`src/rtl/instr_fetch_unit.sv`:
```
// instr_fetch_unit: fetch stage driving the IF/ID register over a req/ack imem handshake.
// Optional stall-cycle counter: define FETCH_PERF_CNT_EN to add perf_stall_cnt.
module instr_fetch_unit #(
    parameter int                     PC_WIDTH    = 8,
    parameter int                     INSTR_WIDTH = 32,
    parameter logic [PC_WIDTH-1:0]    RESET_PC    = '0,
    parameter logic [INSTR_WIDTH-1:0] NOP_INSTR   = 32'hF800_0000
) (
    input  logic                   clk,
    input  logic                   rst,
    input  logic                   stall,
    input  logic                   redirect_en,
    input  logic [PC_WIDTH-1:0]    redirect_pc,
    output logic                   imem_req,
    output logic [PC_WIDTH-1:0]    imem_addr,
    input  logic                   imem_ack,
    input  logic [INSTR_WIDTH-1:0] imem_rdata,
    output logic [PC_WIDTH-1:0]    outPC,
    output logic [INSTR_WIDTH-1:0] outInstruction,
    output logic                   outValid
`ifdef FETCH_PERF_CNT_EN
    ,output logic [15:0]           perf_stall_cnt
`endif
);
    localparam logic [1:0] S_IDLE = 2'd0;
    localparam logic [1:0] S_WAIT = 2'd1;
    localparam logic [1:0] S_HOLD = 2'd2;
    localparam logic [1:0] S_DROP = 2'd3;

    logic [1:0]             r_state;
    logic                   r_req;
    logic [PC_WIDTH-1:0]    r_addr;
    logic [PC_WIDTH-1:0]    r_out_pc;
    logic [INSTR_WIDTH-1:0] r_out_instr;
    logic                   r_out_valid;
    logic [INSTR_WIDTH-1:0] r_hold_instr;
    logic [PC_WIDTH-1:0]    r_hold_pc;
    logic [PC_WIDTH-1:0]    r_target;
    logic [PC_WIDTH-1:0]    w_next_pc;

    assign w_next_pc      = r_addr + 1'b1;
    assign imem_req       = r_req;
    assign imem_addr      = r_addr;
    assign outPC          = r_out_pc;
    assign outInstruction = r_out_instr;
    assign outValid       = r_out_valid;

    // Fetch FSM: request issue, response presentation, stall buffering and redirect/drop handling.
    always_ff @(posedge clk or posedge rst) begin
        if (rst) begin
            r_state      <= S_IDLE;
            r_req        <= 1'b0;
            r_addr       <= '0;
            r_out_pc     <= '0;
            r_out_instr  <= NOP_INSTR;
            r_out_valid  <= 1'b0;
            r_hold_instr <= '0;
            r_hold_pc    <= '0;
            r_target     <= '0;
        end else begin
            case (r_state)
                S_IDLE: begin
                    r_req   <= 1'b1;
                    r_addr  <= redirect_en ? redirect_pc : RESET_PC;
                    r_state <= S_WAIT;
                end
                S_WAIT: begin
                    if (redirect_en) begin
                        r_out_instr  <= NOP_INSTR;
                        r_out_valid  <= 1'b0;
                        r_hold_instr <= '0;
                        r_hold_pc    <= '0;
                        if (imem_ack) begin
                            r_addr <= redirect_pc;
                        end else begin
                            r_target <= redirect_pc;
                            r_state  <= S_DROP;
                        end
                    end else if (imem_ack && !stall) begin
                        r_out_instr <= imem_rdata;
                        r_out_pc    <= w_next_pc;
                        r_out_valid <= 1'b1;
                        r_addr      <= w_next_pc;
                    end else if (imem_ack) begin
                        r_hold_instr <= imem_rdata;
                        r_hold_pc    <= w_next_pc;
                        r_req        <= 1'b0;
                        r_state      <= S_HOLD;
                    end else if (!stall) begin
                        r_out_instr <= NOP_INSTR;
                        r_out_valid <= 1'b0;
                    end
                end
                S_HOLD: begin
                    if (redirect_en) begin
                        r_out_instr  <= NOP_INSTR;
                        r_out_valid  <= 1'b0;
                        r_hold_instr <= '0;
                        r_hold_pc    <= '0;
                        r_req        <= 1'b1;
                        r_addr       <= redirect_pc;
                        r_state      <= S_WAIT;
                    end else if (!stall) begin
                        r_out_instr <= r_hold_instr;
                        r_out_pc    <= r_hold_pc;
                        r_out_valid <= 1'b1;
                        r_req       <= 1'b1;
                        r_addr      <= r_hold_pc;
                        r_state     <= S_WAIT;
                    end
                end
                S_DROP: begin
                    r_out_instr <= NOP_INSTR;
                    r_out_valid <= 1'b0;
                    if (redirect_en) r_target <= redirect_pc;
                    if (imem_ack) begin
                        r_addr  <= redirect_en ? redirect_pc : r_target;
                        r_state <= S_WAIT;
                    end
                end
            endcase
        end
    end

`ifdef FETCH_PERF_CNT_EN
    logic [15:0] r_perf_cnt;
    assign perf_stall_cnt = r_perf_cnt;

    // Saturating count of clock edges seen with stall asserted.
    always_ff @(posedge clk or posedge rst) begin
        if (rst) r_perf_cnt <= '0;
        else if (stall && r_perf_cnt != 16'hFFFF) r_perf_cnt <= r_perf_cnt + 1'b1;
    end
`endif
endmodule
```
`config.mk`:
```
export PLATFORM = sky130hd
export DESIGN_NAME = instr_fetch_unit
export DESIGN_NICKNAME = d
export VERILOG_FILES = /design/src/rtl/instr_fetch_unit.sv
export SDC_FILE = /design/constraint.sdc
export NUM_CORES = 1
export LEC_CHECK = 0
export CAP_MARGIN = 20
export CORE_MARGIN = 5
export CORE_UTILIZATION = 30
export CTS_CLUSTER_DIAMETER = 200
export DETAILED_ROUTE_END_ITERATION = 12
export GPL_ROUTABILITY_DRIVEN = 0
export PLACE_DENSITY = 0.64
export SETUP_SLACK_MARGIN = 0.5
export SYNTH_ARGS = -nofsm -noshare
export SYNTH_HDL_FRONTEND = slang
export SYNTH_SLANG_ARGS = --single-unit
```
`constraint.sdc`:
```
create_clock -name clk -period 3.23 [get_ports clk]
set_input_delay 0.8075 -clock clk [delete_from_list [all_inputs] [get_ports clk]]
set_output_delay 0.8075 -clock clk [all_outputs]
set_load 0.005 [all_outputs]
```
# ---- After elaboration in Yosys (flattened, before gate mapping)
# Index checks and enable logic that the tools add are counted.
# Widths: inputs -> output; s select.
dict set report classes {
  n_addsub 1
  eq_ne 21
  mux 52
  reduce_logical 14
}
# op n
set ops {}
lappend ops {{$mux 32} 10}
lappend ops {{$mux 8} 16}
lappend ops {{$pmux 32 s3} 1}
lappend ops {{$pmux 32 s2} 1}
lappend ops {{$pmux 8 s2} 3}
lappend ops {{$pmux 8 s4} 1}
lappend ops {{$ne 2x2->1 const B} 10}
lappend ops {{$ne 3x3->1 const B} 6}
lappend ops {{$reduce_and 5->1} 3}
lappend ops {{$mux 2} 7}
lappend ops {{$reduce_and 4->1} 3}
lappend ops {{$mux 1} 10}
lappend ops {{$add 8x1->8 const B} 1}
lappend ops {{$ne 4x4->1 const B} 2}
lappend ops {{$pmux 2 s4} 1}
lappend ops {{$pmux 1 s3} 2}
lappend ops {{$reduce_bool 3->1} 2}
lappend ops {{$eq 2x2->1 const B} 2}
lappend ops {{$reduce_bool 2->1} 2}
lappend ops {{$reduce_and 3->1} 1}
lappend ops {{$eq 2x1->1 const B} 1}
lappend ops {{$logic_not 2->1} 1}
lappend ops {{$logic_and 1x1->1} 1}
lappend ops {{$logic_not 1->1} 1}
dict set report word_totals {
  reg_bits 100
  output_inout_bits 50
}

# ---- Logic depth before layout (Yosys ltp)
# Gate-level depths: netlist of run 1.
dict set report logic_depth {
  word_depth 5
  ltp_mapped 7
  mapped_depth_nobuf 5
}

# ---- Least setup slack after synthesis of run 1
# No wires, ideal clock.
dict set report synth_timing {
  kind {input-to-reg}
  from {input port redirect_en}
  to {register r_out_instr[0] (netlist: outInstruction[0])}
  arrival_ps 1886
  required_ps 3106
  slack_ps 1220
  cell_stages 7
  n_path_buf 3
  path_cell_list {buf_4 -> nand2b_1 -> maj3_1 -> buf_4 -> buf_6 -> nor2_1 -> a21oi_1}
}
dict set report synth_via {
  elab_chain_len 2
}
# item line_no
set synth_lines {}
lappend synth_lines {{from (decl)} 12} ;# input logic redirect_en,
lappend synth_lines {{$ne 4x4->1 (no source line) (tied with other cells)} -}
lappend synth_lines {{$reduce_and 4->1 (no source line) or $pmux 32 s3 (tied branches)} -}
lappend synth_lines {{to (signal assigned)} 80} ;# r_out_instr <= imem_rdata;
lappend synth_lines {{to (signal assigned)} 104} ;# r_out_instr <= r_hold_instr;
lappend synth_lines {{to (decl)} 34} ;# logic [INSTR_WIDTH-1:0] r_out_instr;
# Several ways; a longest one is shown, not always the timed one.
# A chain may end at the register's enable or synchronous reset.

# ---- Worst setup path after layout of run 1
dict set report layout_timing {
  from {input port redirect_en}
  to {register r_addr[5] (netlist: imem_addr[5])}
}
dict set report layout_via {
  elab_chain_len 3
}
# item line_no
set layout_lines {}
lappend layout_lines {{$mux 8} -}
lappend layout_lines {{$mux 8} 116} ;# if (imem_ack) begin
lappend layout_lines {{$pmux 8 s4} 61} ;# case (r_state)
lappend layout_lines {{to (signal assigned)} 64} ;# r_addr <= redirect_en ? redirect_pc : RESET_PC;
lappend layout_lines {{to (signal assigned)} 74} ;# r_addr <= redirect_pc;
lappend layout_lines {{to (signal assigned)} 117} ;# r_addr <= redirect_en ? redirect_pc : r_target;
lappend layout_lines {{to (decl)} 32} ;# logic [PC_WIDTH-1:0] r_addr;
# Several ways; a longest one is shown, not always the timed one. The select of a mux whose other input is x is not followed.

==> results of run 1 <==
==> per-layer routing <==
metal / part of all wire (%) / track usage, %
met2: 49 / 22.6
met3: 5.6 / 3.61
met5: 0 / 0
met1: 44 / 16.9
met4: 1.7 / 4.30
==> cell families (layout without fill, tap and decap cells) <==
group | after synthesis | count (layout) | share of synthesized area, %
simple gates | 159 | 159 | 14.5
compound gates | 150 | 150 | 20.4
flops | 100 | 100 | 53.9
buf+inv | 38 | 125 | 5.00
mux | 18 | 18 | 4.30
xor+xnor | 7 | 7 | 1.32
fa+ha+maj | 2 | 2 | 0.484
==> flip-flops by register name, indices dropped and copies added (netlist names) <==
signal and flops:
outValid 1, imem_addr 8, r_state 2, r_hold_instr 32, r_hold_pc 8, r_target 8, outInstruction 32, outPC 8
imem_req 1
==> worst min-delay path, delay by kind of cell (launching register included) <==
family           cells  cell delay (ns)
AO/OA/AOI/OAI        1             0.06
flip-flops           1             0.34
AND/OR/NAND/NOR      1             0.05
==> where the power goes <==
| group | switching [mW] | internal (mW) |
|---|---|---|
| sequential | 0.154 | 1.45 |
| clock | 0.484 | 0.601 |
| combinational | 0.342 | 0.411 |
| total | 0.981 | 2.46 |
==> cell type report <==
cell class | instances | area share (%)
flip-flops and latches | 100 | 41.4
multi-input cells | 336 | 31.6
repair buffers | 105 | 17.9
well taps | 188 | 3.88
clock buffers | 10 | 3.78
clock inverters | 6 | 1.05
inverters | 4 | 0.310
==> how the worst min path moves through the flow <==
stage,endpoint,slack [ns],from
6_report,r_hold_instr[10]$_DFFE_PP0P_,0.48,r_hold_instr[10]$_DFFE_PP0P_
5_1_grt,r_hold_instr[13]$_DFFE_PP0P_,0.50,r_hold_instr[13]$_DFFE_PP0P_
4_1_cts,r_hold_instr[13]$_DFFE_PP0P_,0.49,r_hold_instr[13]$_DFFE_PP0P_
3_5_place_dp,r_hold_instr[13]$_DFFE_PP0P_,0.47,r_hold_instr[13]$_DFFE_PP0P_
3_3_place_gp,r_hold_instr[4]$_DFFE_PP0P_,0.46,r_hold_instr[4]$_DFFE_PP0P_
2_1_floorplan,r_hold_instr[29]$_DFFE_PP0P_,0.45,r_hold_instr[29]$_DFFE_PP0P_
==> cells in the final DEF, fill, tap and decap left out, types with 2 or more instances in the layout <==
cell type        synthesis  final
xnor2_1                  4      4
clkinv_2                 0      2
clkdlybuf4s50_1          0     94
o22ai_1                  5      5
nand4_1                  2      2
nor2b_1                  3      3
nand3_1                  7      7
buf_4                    8      6
mux2_2                  16     16
nand2b_1                 5      5
clkbuf_16                0      9
a32o_1                   2      2
mux2i_1                  2      2
dfstp_2                  5      5
o21ai_0                 45     45
nor2_1                  43     43
a21oi_1                 36     36
inv_1                    4      3
dfrtp_1                 95     95
nand2_1                 90     90
xor2_1                   3      3
a22oi_1                 27     27
o21ai_1                 10     10
a221oi_1                 4      4
o211ai_1                 4      4
clkinvlp_4               0      3
a22o_1                   4      4
buf_12                   0      5
==> flow_summary.json, run 1 <==
{
  "first_global_vias": 3764,
  "skew_ns": 0.00661,
  "grt_pass1_wl_mm": 19.5,
  "route.detailed.drc": 0,
  "final_hold_viol_count": 0,
  "stdcell_area_sq_um": 6060,
  "cts_tree": "done",
  "yosysTopAreaCellShare_pct": 51.1,
  "synthCells": 474,
  "cts.clk_slew.worst_paths_ns": 0.07,
  "post-route-min-period_ns": 2.45,
  "num-nets-final": 602,
  "antenna_cells": 0,
  "path_buf_inv": 2,
  "dpl_cell_area_sq_um": 5750,
  "final_core_util_pct": 39.9,
  "chipHeight_um": 135,
  "power.total_mw": 3.44,
  "regToRegSetupSlack_ns": 0.96,
  "layoutNonFillerInstCount": 749,
  "cts.path.max_buffers": 2,
  "reg2regPathDepth": 4,
  "power.leakage_nw": 2.51,
  "ys_warn_count": 0,
  "holdCritPathClass": "flip-flop to flip-flop",
  "initial_core_util_pct": 30.6,
  "grt.overflow.total": 0,
  "drtIter0Drc": 176,
  "worstPathRequired_ns": 3.46,
  "hold_ws_ns": 0.481,
  "finalSetupViolations": 0,
  "synth_edf_count": 0,
  "drive_gt1_share_pct": 10.3,
  "place_ws_ns": 0.432,
  "n_fill_cell": 1493,
  "synth_common_cells": "dfrtp_1 (95), nand2_1 (90), o21ai_0 (45), nor2_1 (43), a21oi_1 (36)",
  "setup_ws_ns": 0.783,
  "path_depth": 6,
  "worstSetupPathType": "input port to flip-flop",
  "fmax_ghz": 0.409,
  "r2r-start": "r_state[1]$_DFFE_PP0P_",
  "critPathArrivalTime_ns": 2.68,
  "setup-tns-final_ns": 0,
  "core-area_sq_um": 15200,
  "worst_r2r_endpoint": "outInstruction[14]$_DFFE_PP0P_",
  "drt-wirelength-per-cell_um": 15.9,
  "maxCapViolCount": 0,
  "syn-num-nets": 520,
  "crit_path_max_fanout": 24,
  "row_count": 45,
  "cpLargestDelayFamily": "compound AO/OA/AOI/OAI gates",
  "synth_seq_cells": 100,
  "die_area_sq_um": 18100,
  "vias_per_cell": 5.04,
  "grt_max_degree": 73,
  "synth.avg_cell_area_sq_um": 9.81,
  "synthFlopType": "dfrtp_1",
  "synth_area_leader_cell": "dfrtp_1",
  "crit_start": "redirect_en",
  "hold_buffers": 0,
  "post_cts_resized": 0,
  "drtPass1Iterations": 4,
  "ys_types": 51,
  "cts_buffers": 9,
  "ir_drop_v": 0.000261,
  "whs_path_depth": 2,
  "maxSlewViolCount": 0,
  "io_buffers": 94,
  "fp.dieW_um": 135,
  "cp_cell_sequence": "clkdlybuf4s50_1 -> buf_4 -> nor2b_1 -> a21boi_1 -> o21ai_0 -> a32o_1",
  "seq_area_frac_synth_pct": 53.9,
  "cts-root-buf": "clkbuf_16",
  "worst_path_max_delay_cell": "a21boi_1",
  "dp.cells": 732,
  "yosysMostFrequentCell": "dfrtp_1",
  "post-cts-setup-buffers": 0,
  "max-slew-margin-rel_pct": 49.7,
  "worst_pin_slew_ns": 0.754,
  "synthArstFlopShare_pct": 100,
  "dp_hpwl_mm": 8.42,
  "wirelength_mm": 11.9,
  "area_growth_pct": 30.3,
  "pin_count": 95,
  "multi_input_area_sq_um": 1920,
  "antenna_found_initial": 0,
  "cts_htree_levels": 3,
  "global_route.usage.total_pct": 13.4,
  "vias": 3776,
  "rsz0062_at_grt": "false",
  "antenna_left": 0,
  "clkLatencyLatePin_ns": 0.35,
  "status": "finished clean",
  "cpPeakStageDelay_ns": 0.49,
  "register_area_sq_um": 2510,
  "cts_num_sinks": 100,
  "ys_top_cells_by_area": "dfrtp_1 (51%), nand2_1 (7.3%), o21ai_0 (4.8%)",
  "setup.worst_path.start_class": "input port",
  "critical_path.endpoint": "imem_addr[5]$_DFFE_PP0P_",
  "syn-cell-area_sq_um": 4650,
  "min_period_over_period_pct": 75.8,
  "endpoint_kind": "flip-flop",
  "cellPowerDensity_nw_per_um2": 568
}
Power figures use the tool's default switching activity.
==> run 2, diff against run 1 <==
==> constraint.sdc (replaced) <==
create_clock -name clk -period 2 [get_ports clk]
set_input_delay 0.5 -clock clk [delete_from_list [all_inputs] [get_ports clk]]
set_output_delay 0.5 -clock clk [all_outputs]
set_load 0.005 [all_outputs]
==> run 2 against run 1 <==
Cell count increased by 12%. Sequential share of layout area down 8.6 points. Core utilization increased by 11 points. Hold slack improved by 0.0023 ns. Critical path depth increased by 1. Sequential power is 61% higher. Register-to-register slack got worse by 0.64 ns. Setup slack worse by 0.46 ns.
==> flow_summary.json, run 2 (same netlist as run 1, synthesis figures left out) <==
{
  "finalSetupViolations": 0,
  "ir_drop_v": 0.000412,
  "antenna_found_initial": 0,
  "pin_count": 95,
  "final_core_util_pct": 50.4,
  "grt_pass1_wl_mm": 24.0,
  "chipHeight_um": 135,
  "drt-wirelength-per-cell_um": 19.3,
  "rsz0062_at_grt": "true",
  "row_count": 45,
  "min_period_over_period_pct": 83.8,
  "cts_htree_levels": 3,
  "route.detailed.drc": 0,
  "cts_num_sinks": 100,
  "vias": 4271,
  "cts_tree": "done",
  "core-area_sq_um": 15200,
  "cts_buffers": 9,
  "drive_gt1_share_pct": 40.2,
  "fp.dieW_um": 135,
  "grt.overflow.total": 0,
  "fmax_ghz": 0.596,
  "cts.clk_slew.worst_paths_ns": 0.07,
  "skew_ns": 0.00439,
  "cpLargestDelayFamily": "buffers and inverters",
  "stdcell_area_sq_um": 7670,
  "worstSetupPathType": "flip-flop to flip-flop",
  "layoutNonFillerInstCount": 840,
  "worst_pin_slew_ns": 0.557,
  "max-slew-margin-rel_pct": 62.9,
  "area_growth_pct": 64.8,
  "status": "finished clean",
  "crit_path_max_fanout": 14,
  "cellPowerDensity_nw_per_um2": 802,
  "global_route.usage.total_pct": 17.1,
  "dp_hpwl_mm": 8.63,
  "maxSlewViolCount": 0,
  "maxCapViolCount": 0,
  "endpoint_kind": "flip-flop",
  "vias_per_cell": 5.08,
  "dp.cells": 748,
  "dpl_cell_area_sq_um": 5940,
  "setup.worst_path.start_class": "flip-flop",
  "antenna_cells": 0,
  "cp_cell_sequence": "buf_8 -> buf_6 -> nor2b_4 -> a32oi_4 -> buf_12 -> clkbuf_16 -> o21ai_0",
  "worstPathRequired_ns": 2.22,
  "num-nets-final": 695,
  "post-route-min-period_ns": 1.68,
  "drtPass1Iterations": 5,
  "antenna_left": 0,
  "cpPeakStageDelay_ns": 0.44,
  "power.leakage_nw": 3.31,
  "path_buf_inv": 4,
  "final_hold_viol_count": 0,
  "worst_path_max_delay_cell": "dfrtp_2",
  "first_global_vias": 4341,
  "setup-tns-final_ns": 0,
  "io_buffers": 94,
  "hold_buffers": 0,
  "wirelength_mm": 16.3,
  "holdCritPathClass": "flip-flop to flip-flop",
  "drtIter0Drc": 221,
  "cts.path.max_buffers": 2,
  "die_area_sq_um": 18100,
  "critPathArrivalTime_ns": 1.90,
  "cts-root-buf": "clkbuf_16",
  "clkLatencyLatePin_ns": 0.35,
  "layout_commonest_cell": "dfrtp_1",
  "grt_max_degree": 101,
  "layout_common_cells": "dfrtp_1 (89), nand2_1 (75), buf_4 (61), clkdlybuf4s50_1 (41), clkdlybuf4s15_1 (36)",
  "initial_core_util_pct": 30.6
}
-- run 2: tightest hold or removal path: cells and delay by family, from the launching register on --
kind	cells	cell delay [ns]
and+or+nand+nor	1	0.04
AOI/OAI and AO/OA	1	0.06
DFF	1	0.34
-- run 2: what timing repair did --
action / CTS / global route
pin swaps: 9 / 22
gates resized for setup: 194 / 133
buffers inserted: 36 / 26
endpoints found under the hold margin: 0 / 0
gates cloned: 9 / 7
setup endpoints to repair: 148 / 122
-- run 2: path summary, 6_finish.rpt --
path                                                    from                             to  slack (ns)  cells past startpoint
worst max-delay path                  r_state[0]$_DFFE_PP0P_   r_hold_instr[20]$_DFFE_PP0P_        0.32                      7
worst min-delay path            r_hold_instr[10]$_DFFE_PP0P_   r_hold_instr[10]$_DFFE_PP0P_        0.48                      2
worst max register to register        r_state[0]$_DFFE_PP0P_   r_hold_instr[20]$_DFFE_PP0P_        0.32                      7
worst min register to register  r_hold_instr[10]$_DFFE_PP0P_   r_hold_instr[10]$_DFFE_PP0P_        0.48                      2
max in group asynchronous                                rst         r_state[0]$_DFFE_PP0P_        0.92                      3
min in group asynchronous                                rst  outInstruction[4]$_DFFE_PP0P_        0.65                      3
-- run 2: metrics by stage --
step	setup WS [ns]	power (mW)	hold slack (ns)
after floorplan	0.314	3.24	0.450
after global routing	0.294	6.45	0.513
after detailed placement	-0.285	3.93	0.471
after global placement	-0.181	3.88	0.464
after CTS	0.385	5.86	0.485
final	0.323	6.14	0.483
-- run 2: area by class of cell --
type / count / area [sq um]
clock inverter: 4 / 27.5
multi-input combinational: 338 / 2510
clock buffer: 10 / 239
sequential: 100 / 2520
timing repair buffer: 196 / 2110
fill: 1339 / 7540
tap: 188 / 235
inverter: 4 / 22.5
-- run 2: metal layers --
| layer | share of wire (%) | GRT usage [%] | wire length (um) |
|---|---|---|---|
| met5 | 0 | 0 | 0 |
| met4 | 1.5 | 5.43 | 244 |
| met2 | 51 | 28.7 | 8280 |
| met1 | 43 | 21.5 | 7000 |
| met3 | 4.5 | 4.43 | 726 |
-- run 2: report_power, final --
part           internal, mW  switching (mW)  leakage [nW]
combinational          1.02           0.895          1.92
sequential             2.35           0.239          1.26
clock                 0.865           0.780         0.134
==> run 3, diff against run 2 <==
==> constraint.sdc (replaced) <==
create_clock -name clk -period 1.4 [get_ports clk]
set_input_delay 0.35 -clock clk [delete_from_list [all_inputs] [get_ports clk]]
set_output_delay 0.35 -clock clk [all_outputs]
set_load 0.005 [all_outputs]
==> run 3 against run 2 <==
The flow now finishes with violations (negative setup slack). Sequential share of layout area fell by 1.4 points. Register-to-register slack got worse by 0.53 ns. Routed wire length fell by 0.32%. Via count rose by 4.1%. Cell count rose by 3.6%. Count of clock-buffer cells in the layout rose by 1. Combinational power rose by 62%. Clock power rose by 64%. Sequential power rose by 41%. Largest cell class is now multi-input combinational cells.
==> flow_summary.json, run 3 (same netlist as run 1, synthesis figures left out) <==
{
  "regToRegSetupSlack_ns": -0.20,
  "cts-root-buf": "clkbuf_16",
  "grt.overflow.total": 0,
  "worst_pin_slew_ns": 0.493,
  "power.total_mw": 9.48,
  "n_fill_cell": 1359,
  "final_hold_viol_count": 0,
  "maxSlewViolCount": 0,
  "register_area_sq_um": 2510,
  "setup_ws_ns": -0.204,
  "initial_core_util_pct": 30.6,
  "antenna_found_initial": 0,
  "global_route.usage.total_pct": 17.1,
  "crit_path_max_fanout": 8,
  "critical_path.endpoint": "outInstruction[13]$_DFFE_PP0P_",
  "drive_gt1_share_pct": 52.6,
  "pin_count": 95,
  "max-slew-margin-rel_pct": 67.0,
  "skew_ns": 0.00966,
  "endpoint_kind": "flip-flop",
  "min_period_over_period_pct": 115,
  "cts.clk_slew.worst_paths_ns": 0.07,
  "dp_hpwl_mm": 8.93,
  "area_growth_pct": 72.0,
  "chipHeight_um": 135,
  "status": "finished with violations",
  "worst_r2r_endpoint": "outInstruction[13]$_DFFE_PP0P_",
  "drtIter0Drc": 242,
  "vias": 4447,
  "first_global_vias": 4550,
  "setup.worst_path.start_class": "flip-flop",
  "cts_tree": "done",
  "cts.path.max_buffers": 2,
  "worstSetupPathType": "flip-flop to flip-flop",
  "cts_htree_levels": 3,
  "maxCapViolCount": 0,
  "violations": "negative setup slack",
  "num-nets-final": 723,
  "multi_input_area_sq_um": 2690,
  "finalSetupViolations": 98,
  "post-route-min-period_ns": 1.60,
  "antenna_left": 0,
  "drt-wirelength-per-cell_um": 18.6,
  "route.detailed.drc": 0,
  "hold_ws_ns": 0.461,
  "antenna_cells": 0,
  "holdCritPathClass": "input port to asynchronous set/reset pin",
  "row_count": 45,
  "core-area_sq_um": 15200,
  "layout_common_cells": "dfrtp_1 (93), buf_4 (83), nand2_1 (76), clkdlybuf4s50_1 (41), buf_2 (41)",
  "worstPathRequired_ns": 1.63,
  "vias_per_cell": 5.11,
  "grt_pass1_wl_mm": 24.2,
  "ir_drop_v": 0.000627,
  "cts_num_sinks": 100,
  "critPathArrivalTime_ns": 1.83,
  "power.leakage_nw": 3.55,
  "layout_commonest_cell": "dfrtp_1",
  "grt_max_degree": 39,
  "io_buffers": 94,
  "die_area_sq_um": 18100,
  "fp.dieW_um": 135,
  "r2r-start": "r_state[0]$_DFFE_PP0P_",
  "fmax_ghz": 0.623,
  "crit_start": "r_state[0]$_DFFE_PP0P_",
  "rsz0062_at_grt": "true",
  "cellPowerDensity_nw_per_um2": 1190,
  "drtPass1Iterations": 5,
  "wirelength_mm": 16.2,
  "reg2regPathDepth": 6,
  "clkLatencyLatePin_ns": 0.35,
  "place_ws_ns": -0.705,
  "cts_buffers": 9
}
[run 3: changes by cell type in the layout (fill, tap and decap cells not counted), sizes merged]
| cell | previous run | this run |
|---|---|---|
| buf | 103 | 174 |
| bufinv | 0 | 2 |
| clkbuf | 24 | 17 |
| clkdlybuf4s15 | 36 | 0 |
| clkinv | 4 | 1 |
| dlygate4sd2 | 2 | 3 |
| inv | 2 | 4 |
[run 3: routing by layer]
layer  vias to the layer above  wire, um  global-route usage (%)
li1                       2083         -                       -
met1                      2218      6820                    21.5
met2                       119      8200                    28.8
met3                        27       785                    3.95
met4                         0       388                    6.22
met5                         -         0                       0
[run 3: cell type report]
cell class | count | share of cell area [%]
Clock buffer | 11 | 2.91
Clock inverter | 5 | 1.06
Inverter | 4 | 0.235
Multi-Input combinational cell | 338 | 33.6
Sequential cell | 100 | 31.4
Tap cell | 188 | 2.94
Timing Repair Buffer | 224 | 27.8
[run 3: critical path, cell delays in order, from the launching register on]
cell and delay, ns:
dfrtp_2 0.46, buf_6 0.13, buf_6 0.12, maj3_4 0.42
clkbuf_16 0.23, nor2_4 0.08, a21oi_1 0.04
[run 3: worst min-delay path by stage]
| stage | depth (start not counted) | slack [ns] | end |
|---|---|---|---|
| 6_report | 3 | 0.46 | r_hold_instr[30]$_DFFE_PP0P_ |
| 5_1_grt | 3 | 0.48 | r_hold_instr[30]$_DFFE_PP0P_ |
| 4_1_cts | 3 | 0.46 | r_hold_instr[29]$_DFFE_PP0P_ |
| 3_5_place_dp | 2 | 0.48 | r_hold_instr[11]$_DFFE_PP0P_ |
| 3_3_place_gp | 2 | 0.47 | r_hold_instr[21]$_DFFE_PP0P_ |
| 2_1_floorplan | 2 | 0.45 | r_hold_instr[4]$_DFFE_PP0P_ |
[run 3: stage by stage]
| step | cell area (sq um) | util, % | std cells | setup TNS [ns] |
|---|---|---|---|---|
| after floorplan | 5020 | - | 474 | -15.91 |
| after global placement | 6300 | 41.5 | 771 | -49.18 |
| after detailed placement | 6300 | 41.5 | 771 | -51.03 |
| after CTS | 7130 | 46.9 | 828 | -15.16 |
| after global routing | 8000 | 52.6 | 870 | -19.10 |
| final | 8000 | 52.6 | 870 | -13.45 |
[run 3: report_power, final]
part / internal [mW] / switching, mW / leakage (nW) / total, mW
registers: 3.35 / 0.309 / 1.27 / 3.65
logic: 1.71 / 1.40 / 2.13 / 3.11
clock network: 1.58 / 1.13 / 0.150 / 2.71
total: 6.64 / 2.84 / 3.55 / 9.48
[run 3: timing repair]
item | 4_1_cts | 5_1_grt
resized for setup | 284 | 105
endpoints found under the setup margin | 150 | 150
hold buffers | 0 | 0
cloned | 8 | 7
setup buffers | 33 | 35
pin swaps | 11 | 15
